$ cat config.mk
export PLATFORM = sky130hd
export DESIGN_NAME = calc1_core_flat
export DESIGN_NICKNAME = d
export VERILOG_FILES = /design/src/rtl/calc1_pkg.sv /design/src/rtl/calc1_if.sv /design/src/rtl/calc1_port.sv /design/src/rtl/calc1_core.sv /design/src/flat_wrapper.sv
export SDC_FILE = /design/constraint.sdc
export NUM_CORES = 2
export LEC_CHECK = 0
export CORE_MARGIN = 1
export CORE_UTILIZATION = 47
export CTS_CLUSTER_DIAMETER = 60
export CTS_CLUSTER_SIZE = 28
export DETAILED_ROUTE_END_ITERATION = 7
export PLACE_DENSITY = 0.77
export RECOVER_POWER = 50
export SETUP_SLACK_MARGIN = 0.15
export SYNTH_ARGS = -nofsm -noshare
export SYNTH_HDL_FRONTEND = slang
export SYNTH_HIERARCHICAL = 1
export SYNTH_SLANG_ARGS = --single-unit
$ cat constraint.sdc
create_clock -name c_clk -period 3.58 [get_ports c_clk]
set_input_delay 0.716 -clock c_clk [delete_from_list [all_inputs] [get_ports c_clk]]
set_output_delay 0.716 -clock c_clk [all_outputs]
set_load 0.01 [all_outputs]
$ cat src/rtl/calc1_pkg.sv
// calc1 shared definitions: widths, command/response encodings, port FSM states.
// Latency: n/a (types and constants only).
// Backpressure: n/a.
package calc1_pkg;

  localparam int DATA_W    = 32;
  localparam int NUM_PORTS = 4;

  localparam logic [3:0] CMD_NOP = 4'd0;
  localparam logic [3:0] CMD_ADD = 4'd1;
  localparam logic [3:0] CMD_SUB = 4'd2;
  localparam logic [3:0] CMD_SHL = 4'd5;
  localparam logic [3:0] CMD_SHR = 4'd6;

  localparam logic [1:0] RESP_NONE = 2'd0;
  localparam logic [1:0] RESP_OK   = 2'd1;
  localparam logic [1:0] RESP_ERR  = 2'd2;

  typedef enum logic {
    ST_IDLE = 1'b0,
    ST_OP2  = 1'b1
  } state_t;

  // True for the four commands that start a two-cycle request.
  function automatic logic cmd_is_op(input logic [3:0] cmd);
    return (cmd == CMD_ADD) || (cmd == CMD_SUB) ||
           (cmd == CMD_SHL) || (cmd == CMD_SHR);
  endfunction

endpackage

$ cat src/rtl/calc1_if.sv
// Request/response bundle for the four calculator ports.
// Latency: n/a (wiring only).
// Backpressure: none; requestors may issue one request every two cycles per port.
interface calc1_if;
  import calc1_pkg::*;

  logic [0:3]        req1_cmd_in;
  logic [0:3]        req2_cmd_in;
  logic [0:3]        req3_cmd_in;
  logic [0:3]        req4_cmd_in;
  logic [0:DATA_W-1] req1_data_in;
  logic [0:DATA_W-1] req2_data_in;
  logic [0:DATA_W-1] req3_data_in;
  logic [0:DATA_W-1] req4_data_in;
  logic [0:DATA_W-1] out_data1;
  logic [0:DATA_W-1] out_data2;
  logic [0:DATA_W-1] out_data3;
  logic [0:DATA_W-1] out_data4;
  logic [0:1]        out_resp1;
  logic [0:1]        out_resp2;
  logic [0:1]        out_resp3;
  logic [0:1]        out_resp4;

  modport master (
    output req1_cmd_in, req2_cmd_in, req3_cmd_in, req4_cmd_in,
    output req1_data_in, req2_data_in, req3_data_in, req4_data_in,
    input  out_data1, out_data2, out_data3, out_data4,
    input  out_resp1, out_resp2, out_resp3, out_resp4
  );

  modport slave (
    input  req1_cmd_in, req2_cmd_in, req3_cmd_in, req4_cmd_in,
    input  req1_data_in, req2_data_in, req3_data_in, req4_data_in,
    output out_data1, out_data2, out_data3, out_data4,
    output out_resp1, out_resp2, out_resp3, out_resp4
  );

endinterface

$ cat src/rtl/calc1_port.sv
// One calculator port: command+operand1 cycle, operand2 cycle, registered one-cycle result.
// Latency: result registered at the operand2 edge; invalid command flagged at its own edge.
// Backpressure: none; operand2-cycle command input is ignored, next request may follow directly.
module calc1_port
  import calc1_pkg::*;
(
  input  logic              c_clk,
  input  logic              rst,
  input  logic [0:3]        i_cmd,
  input  logic [0:DATA_W-1] i_data,
  output logic [0:DATA_W-1] o_data,
  output logic [0:1]        o_resp
);

  state_t            r_state;
  logic [0:3]        r_cmd;
  logic [0:DATA_W-1] r_op1;

  logic [DATA_W:0]   w_sum;
  logic [4:0]        w_shamt;
  logic [1:0]        w_resp;
  logic [0:DATA_W-1] w_data;

  // Carry out lands in w_sum[DATA_W]; shift amount is the five least significant bits.
  assign w_sum   = {1'b0, r_op1} + {1'b0, i_data};
  assign w_shamt = i_data[DATA_W-5:DATA_W-1];

  // ALU: combine latched operand1/cmd with operand2 on the input bus; errors force data to 0.
  always_comb begin
    w_resp = RESP_ERR;
    w_data = '0;
    case (r_cmd)
      CMD_ADD: begin
        if (!w_sum[DATA_W]) begin
          w_resp = RESP_OK;
          w_data = w_sum[DATA_W-1:0];
        end
      end
      CMD_SUB: begin
        if (i_data <= r_op1) begin
          w_resp = RESP_OK;
          w_data = r_op1 - i_data;
        end
      end
      CMD_SHL: begin
        w_resp = RESP_OK;
        w_data = r_op1 << w_shamt;
      end
      CMD_SHR: begin
        w_resp = RESP_OK;
        w_data = r_op1 >> w_shamt;
      end
      default: begin
        w_resp = RESP_ERR;
        w_data = '0;
      end
    endcase
  end

  // Port FSM with registered outputs; outputs fall back to NONE/0 unless a result is produced.
  always_ff @(posedge c_clk or posedge rst) begin
    if (rst) begin
      r_state <= ST_IDLE;
      r_cmd   <= CMD_NOP;
      r_op1   <= '0;
      o_resp  <= RESP_NONE;
      o_data  <= '0;
    end else begin
      o_resp <= RESP_NONE;
      o_data <= '0;
      case (r_state)
        ST_IDLE: begin
          if (cmd_is_op(i_cmd)) begin
            r_cmd   <= i_cmd;
            r_op1   <= i_data;
            r_state <= ST_OP2;
          end else if (i_cmd != CMD_NOP) begin
            o_resp <= RESP_ERR;
          end
        end
        ST_OP2: begin
          o_resp  <= w_resp;
          o_data  <= w_data;
          r_state <= ST_IDLE;
        end
        default: r_state <= ST_IDLE;
      endcase
    end
  end

endmodule

$ cat src/rtl/calc1_core.sv
// Four independent calculator ports behind one interface bundle.
// Latency: per port, result one edge after operand2; all ports share the same timing.
// Backpressure: none; no arbitration or ordering between ports.
module calc1_core
  import calc1_pkg::*;
(
  input  logic        c_clk,
  input  logic [1:7]  reset,
  calc1_if.slave      bus
);

  logic              w_rst;
  logic [0:3]        w_cmd   [NUM_PORTS];
  logic [0:DATA_W-1] w_din   [NUM_PORTS];
  logic [0:DATA_W-1] w_dout  [NUM_PORTS];
  logic [0:1]        w_resp  [NUM_PORTS];

  // Any asserted reset bit clears the whole block.
  assign w_rst = |reset;

  assign w_cmd[0] = bus.req1_cmd_in;
  assign w_cmd[1] = bus.req2_cmd_in;
  assign w_cmd[2] = bus.req3_cmd_in;
  assign w_cmd[3] = bus.req4_cmd_in;
  assign w_din[0] = bus.req1_data_in;
  assign w_din[1] = bus.req2_data_in;
  assign w_din[2] = bus.req3_data_in;
  assign w_din[3] = bus.req4_data_in;

  assign bus.out_data1 = w_dout[0];
  assign bus.out_data2 = w_dout[1];
  assign bus.out_data3 = w_dout[2];
  assign bus.out_data4 = w_dout[3];
  assign bus.out_resp1 = w_resp[0];
  assign bus.out_resp2 = w_resp[1];
  assign bus.out_resp3 = w_resp[2];
  assign bus.out_resp4 = w_resp[3];

  for (genvar g = 0; g < NUM_PORTS; g++) begin : g_port
    calc1_port u_port (
      .c_clk  (c_clk),
      .rst    (w_rst),
      .i_cmd  (w_cmd[g]),
      .i_data (w_din[g]),
      .o_data (w_dout[g]),
      .o_resp (w_resp[g])
    );
  end

endmodule

$ cat src/flat_wrapper.sv
// flat-port wrapper written by rule: the top's interface ports become plain ports
module calc1_core_flat import calc1_pkg::*;
  (c_clk, reset, bus_req1_cmd_in, bus_req2_cmd_in, bus_req3_cmd_in, bus_req4_cmd_in, bus_req1_data_in, bus_req2_data_in, bus_req3_data_in, bus_req4_data_in, bus_out_data1, bus_out_data2, bus_out_data3, bus_out_data4, bus_out_resp1, bus_out_resp2, bus_out_resp3, bus_out_resp4);
  calc1_if bus_i ();
  input  logic c_clk;
  input  logic [1:7] reset;
  input wire logic [$bits(bus_i.req1_cmd_in)-1:0] bus_req1_cmd_in;
  input wire logic [$bits(bus_i.req2_cmd_in)-1:0] bus_req2_cmd_in;
  input wire logic [$bits(bus_i.req3_cmd_in)-1:0] bus_req3_cmd_in;
  input wire logic [$bits(bus_i.req4_cmd_in)-1:0] bus_req4_cmd_in;
  input wire logic [$bits(bus_i.req1_data_in)-1:0] bus_req1_data_in;
  input wire logic [$bits(bus_i.req2_data_in)-1:0] bus_req2_data_in;
  input wire logic [$bits(bus_i.req3_data_in)-1:0] bus_req3_data_in;
  input wire logic [$bits(bus_i.req4_data_in)-1:0] bus_req4_data_in;
  output wire logic [$bits(bus_i.out_data1)-1:0] bus_out_data1;
  output wire logic [$bits(bus_i.out_data2)-1:0] bus_out_data2;
  output wire logic [$bits(bus_i.out_data3)-1:0] bus_out_data3;
  output wire logic [$bits(bus_i.out_data4)-1:0] bus_out_data4;
  output wire logic [$bits(bus_i.out_resp1)-1:0] bus_out_resp1;
  output wire logic [$bits(bus_i.out_resp2)-1:0] bus_out_resp2;
  output wire logic [$bits(bus_i.out_resp3)-1:0] bus_out_resp3;
  output wire logic [$bits(bus_i.out_resp4)-1:0] bus_out_resp4;
  assign bus_i.req1_cmd_in = bus_req1_cmd_in;
  assign bus_i.req2_cmd_in = bus_req2_cmd_in;
  assign bus_i.req3_cmd_in = bus_req3_cmd_in;
  assign bus_i.req4_cmd_in = bus_req4_cmd_in;
  assign bus_i.req1_data_in = bus_req1_data_in;
  assign bus_i.req2_data_in = bus_req2_data_in;
  assign bus_i.req3_data_in = bus_req3_data_in;
  assign bus_i.req4_data_in = bus_req4_data_in;
  assign bus_out_data1 = bus_i.out_data1;
  assign bus_out_data2 = bus_i.out_data2;
  assign bus_out_data3 = bus_i.out_data3;
  assign bus_out_data4 = bus_i.out_data4;
  assign bus_out_resp1 = bus_i.out_resp1;
  assign bus_out_resp2 = bus_i.out_resp2;
  assign bus_out_resp3 = bus_i.out_resp3;
  assign bus_out_resp4 = bus_i.out_resp4;
  calc1_core u_core (.c_clk(c_clk), .reset(reset), .bus(bus_i));
endmodule
==> results.json <==
{
  "outcome": "complete, but fails checks",
  "violations": "DRC, capacitance limit, slew limit",
  "wire_per_inst_microns": 23.6,
  "clockRootBuffer": "clkbuf_16",
  "syn_area_sq_um": 38100,
  "synth.avg_cell_area_sq_um": 7.32,
  "muxShareOfSynthArea_pct": 11.2,
  "diodes": 0,
  "dp_hpwl_microns": 138000,
  "synth_compound_area_share_pct": 30.8,
  "cts-buffers-inserted": 47,
  "r2r-end": "u_core/g_port[2].u_port/o_data[4]$_DFF_PP0_",
  "regArea_sq_um": 7110,
  "tightest_slew_ps": 1970,
  "yosysWarningCount": 6,
  "endpoint_kind": "register",
  "cts_tree": "yes",
  "hp-class": "in -> reg",
  "cap_violations": 2,
  "grt.total_usage_pct": 41.1,
  "critPathRequiredTime_ps": 4080,
  "grt-ovfl-total": 0,
  "clkLatencyLatePin_ps": 630,
  "grt_pass1_vias": 43900,
  "routed_via_density": 6.24,
  "skew_ps": 30.6,
  "ys.flop_type": "dfrtp_1",
  "leakagePower_nw": 23.9,
  "ant_nets": 0,
  "ys_seq_area_share_pct": 18.7,
  "whs_ps": 461,
  "fin_crit_sh_pct": 94.8,
  "setup_viol": 0,
  "arrival_ps": 3890,
  "path_cells": "clkdlybuf4s50_1 > inv_1 > ha_1 > inv_1 > a221oi_2 > a21oi_1 > a211oi_4 > o31ai_1 > buf_4 > a21oi_2 > o21bai_2 > a2111o_1 > and3_1 > o221a_1",
  "cts.htree.levels": 2,
  "portBuffers": 287,
  "setup.worst_path.start": "bus_req1_data_in[15]",
  "mostFrequentLayoutCells": "buf_4, nor2_1, nand2_1",
  "clock.fmax_mhz": 295,
  "antenna_found_initial": 6,
  "grt_first_pass_wirelength_microns": 263000,
  "slew_viol_final": 102,
  "grt_max_degree": 85,
  "synth-async-reset-ratio_pct": 100,
  "syn-num-nets": 5616,
  "crit_end": "u_core/g_port[0].u_port/o_data[4]$_DFF_PP0_",
  "ys_types": 98,
  "pre_cts_ws_ps": -691,
  "crit_path_max_fanout": 5,
  "drive_gt1_share_pct": 26.0,
  "multi_input_area_sq_um": 29100,
  "synthXorXnorAreaFrac_pct": 3.06,
  "crit_top_cell": "inv_1",
  "first_pass_iters": 8,
  "cts.clk_slew.worst_paths_ps": 60,
  "finalNetCount": 6765,
  "ff2ff_setup_slack_ps": 210,
  "r2r_start": "u_core/g_port[2].u_port/r_op1[22]$_DFFE_PP0P_",
  "relSlewSlack_pct": -31.4,
  "cts_max_path_buffers": 3,
  "critPathKind": "in -> reg",
  "fill_cells": 6947,
  "slowest_stage": "clkdlybuf4s50_1",
  "areaGrowthSynthToFinish_pct": 37.1,
  "globalplace.congestion": 1.04,
  "synth-edff-count": 0,
  "clkSinkCount": 284,
  "start_kind": "primary input",
  "die-area_sq_um": 82100,
  "fin_crit_ps": 3390,
  "ir_drop_mv": 0.420,
  "floorplan.initialDensity_pct": 47.9,
  "rsz0062_at_grt": "yes",
  "die_h_microns": 287,
  "pin_count": 288,
  "die_w_microns": 287,
  "p_per_area_nw_per_um2": 490,
  "fin_util_pct": 65.6,
  "synth_top_family_by_area": "compound AO/OA/AOI/OAI gates",
  "yosys.area_share.simple_pct": 20.1,
  "drc": 1,
  "core_sq_um": 79500,
  "critPathMaxStageDelay_ps": 480,
  "drt_iter0_drc": 5536,
  "wirelength_microns": 175000,
  "final_common_cell": "buf_4",
  "holdBufCountCts": 0,
  "num_vias": 46400,
  "ys_ff_latch": 284,
  "netlist_instances": 5196,
  "reg2reg_depth": 12,
  "fin_ws_ps": 186,
  "rows": 103,
  "yosys.area_share.adder_pct": 8.97,
  "final_hold_viol_count": 0
}
[power breakdown]
| part | internal [mW] | switching (mW) | total [mW] |
|---|---|---|---|
| sequential | 3.68 | 0.718 | 4.40 |
| clock | 2.76 | 2.10 | 4.86 |
| combinational | 7.36 | 8.96 | 16.3 |
| total | 13.8 | 11.8 | 25.6 |
[worst min path at each step]
stage	slack, ps	start	depth (start not counted)	end
after floorplan	500	u_core/g_port[0].u_port/r_cmd[3]$_DFFE_PP0P_	2	u_core/g_port[0].u_port/r_cmd[3]$_DFFE_PP0P_
after global placement	530	u_core/g_port[2].u_port/r_cmd[2]$_DFFE_PP0P_	2	u_core/g_port[2].u_port/r_cmd[2]$_DFFE_PP0P_
after detailed placement	540	u_core/g_port[2].u_port/r_cmd[2]$_DFFE_PP0P_	2	u_core/g_port[2].u_port/r_cmd[2]$_DFFE_PP0P_
after CTS	490	bus_req3_data_in[1]	3	u_core/g_port[2].u_port/r_op1[30]$_DFFE_PP0P_
after global routing	460	bus_req4_data_in[9]	3	u_core/g_port[3].u_port/r_op1[22]$_DFFE_PP0P_
final	460	bus_req4_data_in[10]	3	u_core/g_port[3].u_port/r_op1[21]$_DFFE_PP0P_
[flip-flops by register name (all words and copies together) (netlist names)]
register and count:
u_core/g_port.u_port/r_op1 128, u_core/g_port.u_port/o_resp 8, u_core/g_port.u_port/r_state 4, u_core/g_port.u_port/o_data 128, u_core/g_port.u_port/r_cmd 16
[layer usage]
metal	wire [microns]	vias up	track usage [%]
met5	21	-	0
met1	73100	22100	56.7
met4	8340	2	17.4
li1	-	21200	-
met3	16600	482	5.79
met2	77000	2600	63.9
[kinds of logic after synthesis]
| logic type | count (synthesis) |
|---|---|
| AO/OA/AOI/OAI | 1821 |
| XOR/XNOR | 133 |
| adder cells (fa/ha/maj) | 268 |
| buffers and inverters | 660 |
| flip-flops | 284 |
| multiplexers | 338 |
| AND/OR/NAND/NOR | 1692 |
[repair_timing]
| action | 4_1_cts | 5_1_grt |
|---|---|---|
| setup buffers | 0 | 6 |
| resized for setup | 6 | 147 |
| pin swaps | 2 | 37 |
| setup endpoints to repair | 5 | 119 |
[stage by stage]
step	std cells	TNS, ps	area (sq um)	total power [mW]
6_report	7432	0	52200	25.6
5_1_grt	7432	0	52200	26.9
4_1_cts	7426	0	51500	24.9
3_5_place_dp	7340	-46250	49900	19.9
3_3_place_gp	7340	-43180	49900	19.7
2_1_floorplan	5196	0	38600	12.7
[worst max-delay path: cells and delay by family]
kind | cells | cell delay, ps
AOI/OAI and AO/OA | 8 | 1770
adders and majority gates | 1 | 420
buffers and inverters | 4 | 790
and+or+nand+nor | 1 | 190
[synthesized netlist by cell type (64+ instances only)]
| cell type | instances | area, sq um |
|---|---|---|
| buf_2 | 130 | 651 |
| clkbuf_1 | 175 | 657 |
| a211oi_1 | 70 | 526 |
| mux2_2 | 73 | 822 |
| o211ai_1 | 106 | 796 |
| dfrtp_1 | 284 | 7110 |
| a31oi_1 | 91 | 569 |
| nor3_1 | 108 | 541 |
| o22ai_1 | 85 | 532 |
| a21oi_1 | 508 | 2540 |
| ha_1 | 260 | 3250 |
| nand3_1 | 84 | 420 |
| mux2i_1 | 198 | 1980 |
| nor2_1 | 607 | 2280 |
| nand2b_1 | 81 | 507 |
| xnor2_1 | 112 | 981 |
| o21ai_0 | 426 | 2130 |
| inv_1 | 282 | 1060 |
| nand2_1 | 518 | 1940 |
| mux4_2 | 64 | 1440 |
[layout make-up]
class	count	share of cell area, %
Tap cell	1050	2.52
Multi-Input combinational cell	4252	55.7
Sequential cell	284	13.6
Clock inverter	36	0.816
Timing Repair Buffer	1466	22.8
Inverter	294	2.21
Clock buffer	50	2.30
No activity file was read; power rests on OpenSTA's default activity.
